--- src/rtl/riscv_pkg.sv ---
// Shared RISC-V pipeline types: LSU request encodings, register-tag width,
// memory-stage FSM states and memory exception causes.
package riscv_pkg;

    localparam int TAG_WIDTH = 3;

    typedef enum logic {
        LSU_LOAD  = 1'b0,
        LSU_STORE = 1'b1
    } lsu_op_e;

    typedef enum logic [2:0] {
        LSU_B  = 3'd0,
        LSU_H  = 3'd1,
        LSU_W  = 3'd2,
        LSU_BU = 3'd4,
        LSU_HU = 3'd5
    } lsu_dtype_e;

    typedef enum logic [1:0] {
        IDLE        = 2'd0,
        WAIT_GNT    = 2'd1,
        WAIT_RVALID = 2'd2,
        DONE        = 2'd3
    } mem_state_e;

    localparam logic [5:0] EXC_LD_MISALIGN = 6'd4;
    localparam logic [5:0] EXC_LD_FAULT    = 6'd5;
    localparam logic [5:0] EXC_ST_MISALIGN = 6'd6;
    localparam logic [5:0] EXC_ST_FAULT    = 6'd7;

    // Halves must sit on an even address, words on a multiple of four.
    function automatic logic is_misaligned(lsu_dtype_e dtype, logic [1:0] offset);
        logic result;
        result = 1'b0;
        case (dtype)
            LSU_H, LSU_HU: result = offset[0];
            LSU_W:         result = |offset;
            default:       result = 1'b0;
        endcase
        return result;
    endfunction

endpackage

--- src/rtl/lsu_align.sv ---
// Byte-lane steering for the data bus: store byte enables and replicated store
// data, plus right-shift and sign/zero extension of load data.
module lsu_align
    import riscv_pkg::*;
(
    input  lsu_dtype_e  dtype,
    input  logic [1:0]  offset,
    input  logic [31:0] wdata,
    input  logic [31:0] rdata,
    output logic [3:0]  be,
    output logic [31:0] wdata_lanes,
    output logic [31:0] rdata_ext
);

    logic        byte_sel;
    logic        half_sel;
    logic [31:0] shifted;

    assign byte_sel = (dtype == LSU_B) || (dtype == LSU_BU);
    assign half_sel = (dtype == LSU_H) || (dtype == LSU_HU);

    genvar gi;
    generate
        for (gi = 0; gi < 4; gi++) begin : g_lane
            assign be[gi] = byte_sel ? (offset == 2'(gi)) :
                            half_sel ? (offset[1] == 1'(gi / 2)) :
                                       1'b1;
            // Each lane carries the low byte/half so any lane the enables pick is correct.
            assign wdata_lanes[8*gi +: 8] = byte_sel ? wdata[7:0] :
                                            half_sel ? wdata[8*(gi%2) +: 8] :
                                                       wdata[8*gi +: 8];
        end
    endgenerate

    assign shifted = rdata >> {offset, 3'b000};

    always_comb begin
        rdata_ext = shifted;
        case (dtype)
            LSU_B:   rdata_ext = {{24{shifted[7]}}, shifted[7:0]};
            LSU_BU:  rdata_ext = {24'b0, shifted[7:0]};
            LSU_H:   rdata_ext = {{16{shifted[15]}}, shifted[15:0]};
            LSU_HU:  rdata_ext = {16'b0, shifted[15:0]};
            default: rdata_ext = shifted;
        endcase
    end

endmodule

--- src/rtl/mem_stage.sv ---
// Memory stage of the five-stage RISC-V pipeline: one outstanding data-bus access,
// load alignment, memory exceptions. Optional macro MEM_MISALIGN_CHECK_EN traps misaligned accesses.
module mem_stage
    import riscv_pkg::*;
(
    input  logic                 clk,
    input  logic                 reset_n,
    input  logic                 stall_M,
    input  logic                 ready_wb,
    output logic                 ready_mem,

    input  logic                 lsu_en_mem,
    input  lsu_op_e              lsu_op_mem,
    input  lsu_dtype_e           lsu_dtype_mem,
    input  logic [31:0]          lsu_addr_mem,
    input  logic [31:0]          lsu_wdata_mem,

    input  logic                 rd_wr_en_mem,
    input  logic [TAG_WIDTH-1:0] rd_wr_tag_mem,
    input  logic [4:0]           rd_wr_addr_mem,
    input  logic [31:0]          rd_wr_data_mem,

    input  logic                 exc_taken_mem,
    input  logic [5:0]           exc_cause_mem,
    input  logic [31:0]          exc_tval_mem,

    output logic                 data_req,
    output logic                 data_we,
    output logic [3:0]           data_be,
    output logic [31:0]          data_addr,
    output logic [31:0]          data_wdata,
    input  logic                 data_gnt,
    input  logic                 data_rvalid,
    input  logic [31:0]          data_rdata,
    input  logic                 data_err,

    output logic                 rd_wr_en_wb,
    output logic [TAG_WIDTH-1:0] rd_wr_tag_wb,
    output logic [4:0]           rd_wr_addr_wb,
    output logic [31:0]          rd_wr_data_wb,

    output logic                 exc_taken_wb,
    output logic [5:0]           exc_cause_wb,
    output logic [31:0]          exc_tval_wb,

    output logic                 forward_mem_en,
    output logic [TAG_WIDTH-1:0] forward_mem_tag,
    output logic [4:0]           forward_mem_addr,
    output logic [31:0]          forward_mem_wdata
);

    mem_state_e  state_reg, state_next;
    logic [31:0] hold_rdata_reg;
    logic        hold_err_reg;

    logic        is_load;
    logic        misaligned;
    logic        need;
    logic        access;
    logic        done;
    logic        advance;
    logic        req_comb;
    logic [31:0] resp_rdata;
    logic        resp_err;
    logic [3:0]  lane_be;
    logic [31:0] lane_wdata;
    logic [31:0] load_data;
    logic [31:0] result_data;
    logic        exc_taken_next;
    logic [5:0]  exc_cause_next;
    logic [31:0] exc_tval_next;

    assign is_load = (lsu_op_mem == LSU_LOAD);

`ifdef MEM_MISALIGN_CHECK_EN
    assign misaligned = lsu_en_mem & is_misaligned(lsu_dtype_mem, lsu_addr_mem[1:0]);
`else
    assign misaligned = 1'b0;
`endif

    assign need    = lsu_en_mem & ~exc_taken_mem & ~misaligned;
    assign access  = need & ~stall_M;
    assign done    = ~need
                   | ((state_reg == WAIT_RVALID) & data_rvalid)
                   | (state_reg == DONE);
    assign advance = ~stall_M & ready_wb & done;
    assign ready_mem = advance;

    always_ff @(posedge clk or negedge reset_n) begin
        if (!reset_n) begin
            state_reg <= IDLE;
        end else begin
            state_reg <= state_next;
        end
    end

    always_comb begin
        state_next = state_reg;
        req_comb   = 1'b0;
        case (state_reg)
            IDLE: begin
                req_comb = access;
                if (access) begin
                    state_next = data_gnt ? WAIT_RVALID : WAIT_GNT;
                end
            end
            WAIT_GNT: begin
                req_comb = 1'b1;
                if (data_gnt) begin
                    state_next = WAIT_RVALID;
                end
            end
            WAIT_RVALID: begin
                if (data_rvalid) begin
                    state_next = advance ? IDLE : DONE;
                end
            end
            DONE: begin
                if (advance) begin
                    state_next = IDLE;
                end
            end
            default: state_next = IDLE;
        endcase
    end

    // Keep the bus quiet while reset is held even if execute still presents a request.
    assign data_req   = req_comb & reset_n;
    assign data_we    = data_req & ~is_load;
    assign data_be    = data_req ? lane_be : 4'b0;
    assign data_addr  = data_req ? {lsu_addr_mem[31:2], 2'b00} : 32'b0;
    assign data_wdata = (data_req & ~is_load) ? lane_wdata : 32'b0;

    always_ff @(posedge clk or negedge reset_n) begin
        if (!reset_n) begin
            hold_rdata_reg <= 32'b0;
            hold_err_reg   <= 1'b0;
        end else if ((state_reg == WAIT_RVALID) && data_rvalid) begin
            hold_rdata_reg <= data_rdata;
            hold_err_reg   <= data_err;
        end
    end

    // Live response in the rvalid cycle, captured copy while waiting in DONE.
    assign resp_rdata = (state_reg == DONE) ? hold_rdata_reg : data_rdata;
    assign resp_err   = (state_reg == DONE) ? hold_err_reg   : (data_err & data_rvalid);

    lsu_align u_align (
        .dtype       (lsu_dtype_mem),
        .offset      (lsu_addr_mem[1:0]),
        .wdata       (lsu_wdata_mem),
        .rdata       (resp_rdata),
        .be          (lane_be),
        .wdata_lanes (lane_wdata),
        .rdata_ext   (load_data)
    );

    assign result_data = (lsu_en_mem & is_load) ? load_data : rd_wr_data_mem;

    always_comb begin
        exc_taken_next = exc_taken_mem;
        exc_cause_next = exc_cause_mem;
        exc_tval_next  = exc_tval_mem;
        if (!exc_taken_mem) begin
            if (misaligned) begin
                exc_taken_next = 1'b1;
                exc_cause_next = is_load ? EXC_LD_MISALIGN : EXC_ST_MISALIGN;
                exc_tval_next  = lsu_addr_mem;
            end else if (need && resp_err) begin
                exc_taken_next = 1'b1;
                exc_cause_next = is_load ? EXC_LD_FAULT : EXC_ST_FAULT;
                exc_tval_next  = lsu_addr_mem;
            end
        end
    end

    always_ff @(posedge clk or negedge reset_n) begin
        if (!reset_n) begin
            rd_wr_en_wb   <= 1'b0;
            rd_wr_tag_wb  <= '0;
            rd_wr_addr_wb <= 5'b0;
            rd_wr_data_wb <= 32'b0;
            exc_taken_wb  <= 1'b0;
            exc_cause_wb  <= 6'b0;
            exc_tval_wb   <= 32'b0;
        end else if (advance) begin
            rd_wr_en_wb   <= rd_wr_en_mem & ~exc_taken_next;
            rd_wr_tag_wb  <= rd_wr_tag_mem;
            rd_wr_addr_wb <= rd_wr_addr_mem;
            rd_wr_data_wb <= result_data;
            exc_taken_wb  <= exc_taken_next;
            exc_cause_wb  <= exc_cause_next;
            exc_tval_wb   <= exc_tval_next;
        end
    end

    assign forward_mem_en    = rd_wr_en_mem & ~exc_taken_mem & (~lsu_en_mem | (is_load & done));
    assign forward_mem_tag   = rd_wr_tag_mem;
    assign forward_mem_addr  = rd_wr_addr_mem;
    assign forward_mem_wdata = result_data;

endmodule

--- config.mk ---
export PLATFORM = sky130hd
export DESIGN_NAME = mem_stage
export DESIGN_NICKNAME = d
export VERILOG_FILES = /design/src/rtl/riscv_pkg.sv /design/src/rtl/lsu_align.sv /design/src/rtl/mem_stage.sv
export SDC_FILE = /design/constraint.sdc
export NUM_CORES = 1
export LEC_CHECK = 0
export ABC_AREA = 0
export BUFFER_PORTS_ARGS = -buffer_cell sky130_fd_sc_hd__buf_2
export CORE_AREA = 4 4 147 149
export CTS_CLUSTER_SIZE = 14
export DETAILED_ROUTE_END_ITERATION = 8
export DIE_AREA = 0 0 151 153
export HOLD_SLACK_MARGIN = 0.08
export PLACE_DENSITY_LB_ADDON = 0.12
export SETUP_SLACK_MARGIN = 0.05
export SLEW_MARGIN = 20
export SYNTH_ARGS = -nofsm -noshare
export SYNTH_HDL_FRONTEND = slang
export SYNTH_SLANG_ARGS = --single-unit
--- constraint.sdc ---
create_clock -name clk -period 3 [get_ports clk]
set_input_delay 0.45 -clock clk [delete_from_list [all_inputs] [get_ports clk]]
set_output_delay 0.45 -clock clk [all_outputs]
set_load 0.02 [all_outputs]
======== Yosys cells after proc, flatten, opt, wreduce, memory -nomap -nowiden ========
Index checks and enable logic that the tools add are counted.
cells by class
  bitwise logic cells ..................... 23
  reductions and logical operators ........ 8
  multiplexer cells ....................... 33
  shift operators ......................... 1
  equal/unequal tests ..................... 13
operators with widths
  kind                                                  number
  2-to-1 mux 32 bit                                     6
  case mux 32 bit (4 select lines)                      1
  2-to-1 mux 8 bit                                      5
  >> shifter 32 x 5 -> 32 bit                           1
  2-to-1 mux 2 bit                                      7
  AND 1 bit                                             13
  2-to-1 mux 6 bit                                      2
  2-to-1 mux 1 bit                                      9
  equality test 2 bit (second input constant)           4
  inequality test 2 bit (second input constant)         4
  case mux 2 bit (4 select lines)                       1
  inverter 1 bit                                        7
  equality test 3 bit (second input constant)           2
  equality test 2 x 1 -> 1 bit (second input constant)  2
  zero test 2 bit                                       2
  2-to-1 mux 4 bit                                      1
  AND reduction 4 bit                                   1
  equality test 3 x 1 -> 1 bit (second input constant)  1
  zero test 3 bit                                       1
  bitwise OR 1 bit                                      3
  logical AND 1 bit                                     2
  logical OR 1 bit                                      2
  case mux 1 bit (2 select lines)                       1
word-level totals
  output and inout bits ................... 192
  flip-flop bits (word level) ............. 115
  input bits .............................. 188

======== Logic depth before layout (Yosys ltp) ========
  word-level depth ........................ 9
  depth in mapped cells ................... 8
  gate-level depth less buffers ........... 6

======== Modules after synthesis ========
Synthesis repeated with hierarchy kept, for this count alone.
unflattened totals
  cell total of the unflattened synthesis .. 798
  area, all modules ....................... 7324.5 um^2
modules (own cells, without submodules)
  module     times used  area each (um^2)  seq. area each (um^2)  cells an instance
  mem_stage  1           6059.6            2877.8                 626
  lsu_align  1           1265.0            0.0                    172

======== Least setup slack after synthesis ========
OpenSTA, ideal clock, no wires.
  kind .................................... input-to-output
  start ................................... input port lsu_addr_mem[1]
  end ..................................... output port forward_mem_wdata[17]
  arrival ................................. 1.923 ns
  buffers on the path ..................... 3
  data required time ...................... 2.550 ns
  path slack .............................. 0.627 ns
  stages .................................. 8
  cells stage by stage .................... buf_6 -> or2_1 -> buf_2 -> o21bai_1 -> nand3_2 -> o211ai_4 -> buf_6 -> a31oi_1
on the way
  word-level cells in the longest chain between the ends .. 3
ends and longest elaborated chain
  what                              RTL line          source
  start, declared                   mem_stage.sv:15   input logic [31:0] lsu_addr_mem,
  >> shifter 32 x 5 -> 32 bit       lsu_align.sv:35   assign shifted = rdata >> {offset, 3'b000};
  case mux 32 bit (4 select lines)  lsu_align.sv:39   case (dtype)
  2-to-1 mux 32 bit                 mem_stage.sv:158  assign result_data = (lsu_en_mem & is_load) ? load_data : rd_wr_data_mem;
  end, declared                     mem_stage.sv:49   output logic [31:0] forward_mem_wdata
Every way passes these cells.

======== Final worst setup path ========
  start ................................... register state_reg[0]
  end ..................................... output port forward_mem_wdata[4]
on the way
  word-level cells in the longest chain between the ends .. 5
ends and longest elaborated chain
  what                              RTL line          source
  start, declared                   mem_stage.sv:52   mem_state_e state_reg, state_next;
  start signal, assigned            mem_stage.sv:93   state_reg <= state_next;
  equality test 2 bit               mem_stage.sv:145  assign resp_rdata = (state_reg == DONE) ? hold_rdata_reg : data_rdata;
  2-to-1 mux 32 bit                 mem_stage.sv:145
  >> shifter 32 x 5 -> 32 bit       lsu_align.sv:35
  case mux 32 bit (4 select lines)  lsu_align.sv:39
  2-to-1 mux 32 bit                 mem_stage.sv:158
Every way passes these cells.

==> metrics.cfg <==
[placement]
place_hpwl_um=21200
gp_congestion=0.837
io_buffer_count=377
pre_cts_slack_ps=230

[hold_path]
hp-class=in -> async

[floorplanning]
fp.coreArea_um2=20200
die_w_um=151
die_h_um=153
pin_count=380
row_count=52
start_util_pct=34.8
die_area_um2=23100

[critical_path]
worstPathCellList=and2_2 -> buf_12 -> mux2i_1 -> a21oi_1 -> a21oi_1 -> o21ai_0 -> buf_2
cp.arrival_ps=2440
slowest_delay_ps=460
endpoint_kind=primary output
startpoint_type=flip-flop
crit_family=compound AO/OA/AOI/OAI gates
crit_type=reg -> out
cp.required_ps=2550
crit_buf_inv=2
critPathMaxFanout=22
crit_slowest_cell=dfrtp_2
crit_top_cell=a21oi_1

[yosys]
yosysWarnings=0
synthTopCellsByCount=dfrtp_1, nand2_1, nor2_1
synth_most_common_cell=dfrtp_1
netlist.area_leader.share_pct=41.0
syn_inst=784
avgSynthCellArea_um2=8.95
syn_area_um2=7020
synth-seq-area-share_pct=41.0
yosysTopAreaCell=dfrtp_1
synth_cell_types=54
synth_seq_cells=115
synthTopCellsByArea=dfrtp_1, mux2i_1, nand2_1, mux2_2, nor2_1
synthArstFlopShare_pct=100
synth_ff_type=dfrtp_1
synth-edff-count=0

[drt]
first_pass_iters=5
drcViolationCount=0
routed_via_density=4.92
ant_nets=0
routedWlPerCell_um=19.0
drt-total-wl_um=27000
vias=6996
drtIter0Drc=257

[layout]
postLayoutCoreUtil_pct=48.5
drive_gt1_share_pct=43.0
final_nets=1320
fillers=2059
seq_area_um2=2880
syn2layout_area_growth_pct=39.5
multi_input_area_um2=3740

[clock_network]
h-tree-depth=4
cts_root_buf=clkbuf_16
cts.clk_slew.worst_paths_ps=50
clock_latency_ps=410
clock-sinks=115
numCtsBuffers=17
cts_tree=done
clockBufferDepth=2
hold_buffers=0

[timing]
rsz0062_at_grt=true
finalCritPeriodShare_pct=96.2
finalSetupTns_ps=0
period_needed_ps=2890
worst_pin_slew_ps=681
setup_viol=0
hold_viol_final=0
final.setup.worst_slack_ps=113
drv_slew=0
relSlewSlack_pct=54.6
hold_ws_ps=187
clock_skew_ps=8.19
fmax_mhz=346

[global_routing]
grt.total_usage_pct=22.4
antenna_found_initial=7
overflow=0
grt_pass1_wl_um=39700
grt_pass1_vias=6889
grt_max_degree=127

[power]
ir_worst_vdd_uv=440
leakagePower_nw=4.95
pwr_density_cell_nw_per_um2=744

[run_status]
outcome=finished, final reports clean

[run]
maxCapViolations=0

worst register-to-register path, delay by kind of cell (launching register included):
kind                   cells  cell delay [ps]
buffers and inverters      3              710
AOI/OAI and AO/OA          2              600
DFF                        1              470
muxes                      1              280
and+or+nand+nor            2              240
cell type report:
type	count	share of cell area, %
repair buffers	401	21.8
clock inverters	14	2.29
multi-input cells	592	38.2
inverters	5	0.192
well taps	270	3.45
clock buffers	18	4.49
flip-flops and latches	115	29.4
diodes	6	0.153
metal layers:
metal	vias up	track usage [%]	part of all wire (%)
met5	-	0	0.026
met1	3296	25.7	39
met4	2	6.95	1.6
met2	206	40.2	53
li1	3468	-	-
met3	24	6.04	6.1
cells in the final DEF (no fill, tap or decap), drive strengths merged, types with 3 or more instances in the layout:
cell      synthesis  layout
a22o              3       3
clkbuf           34      18
nor2b             4       4
o22ai            14      14
bufinv            0       5
a31oi            33      33
nand3             4       4
mux2i            72      72
buf              39     401
inv               4       8
nand2b            6       6
o211ai            4       4
a211oi            8       8
nand2           107     107
and3             20      20
dfrtp           115     115
a21boi            4       4
a21o              8       8
a221oi            8       8
clkinvlp          0       4
a21oi            66      66
diode             0       6
o21ai            46      46
or2               3       3
o221ai            7       7
nor2             89      89
mux2             36      36
and2             32      32
power by group:
group | switching [mW] | leakage (nW) | internal (mW)
Clock | 0.777 | 0.310 | 1.51
Sequential | 0.256 | 1.39 | 2.04
Combinational | 1.62 | 3.25 | 1.08
cells by family after synthesis:
| logic type | synth area share, % |
|---|---|
| AOI/OAI and AO/OA | 19.2 |
| buffers and inverters | 6.24 |
| DFF | 41.0 |
| muxes | 16.1 |
| other | 0.0534 |
| and+or+nand+nor | 17.4 |
through the flow:
stage          instance area (um^2)  total power [mW]  instances
2_1_floorplan                  7020              4.05        785
3_3_place_gp                   9090              5.00       1383
3_5_place_dp                   9090              5.04       1383
4_1_cts                        9760              7.36       1415
5_1_grt                        9790              7.70       1421
6_report                       9790              7.28       1421
final timing paths:
path | startpoint | endpoint | slack, ps | cells past startpoint
min reg2reg | rd_wr_addr_wb[1] | rd_wr_addr_wb[1] | 470 | 2
max reg2reg | state_reg[1] | exc_tval_wb[20] | 570 | 8
min | reset_n | rd_wr_data_wb[4] | 190 | 2
max in group asynchronous | reset_n | rd_wr_data_wb[18] | 2330 | 2
min in group clk | rd_wr_addr_mem[4] | rd_wr_addr_wb[4] | 240 | 3
max | state_reg[0] | forward_mem_wdata[4] | 110 | 7
repair_timing:
action,CTS,global route
buffers inserted,0,0
endpoints found under the hold margin,0,0
setup endpoints to repair,13,28
pin swaps,0,1
resized for setup,3,5
(Power assumes the default switching activity.)
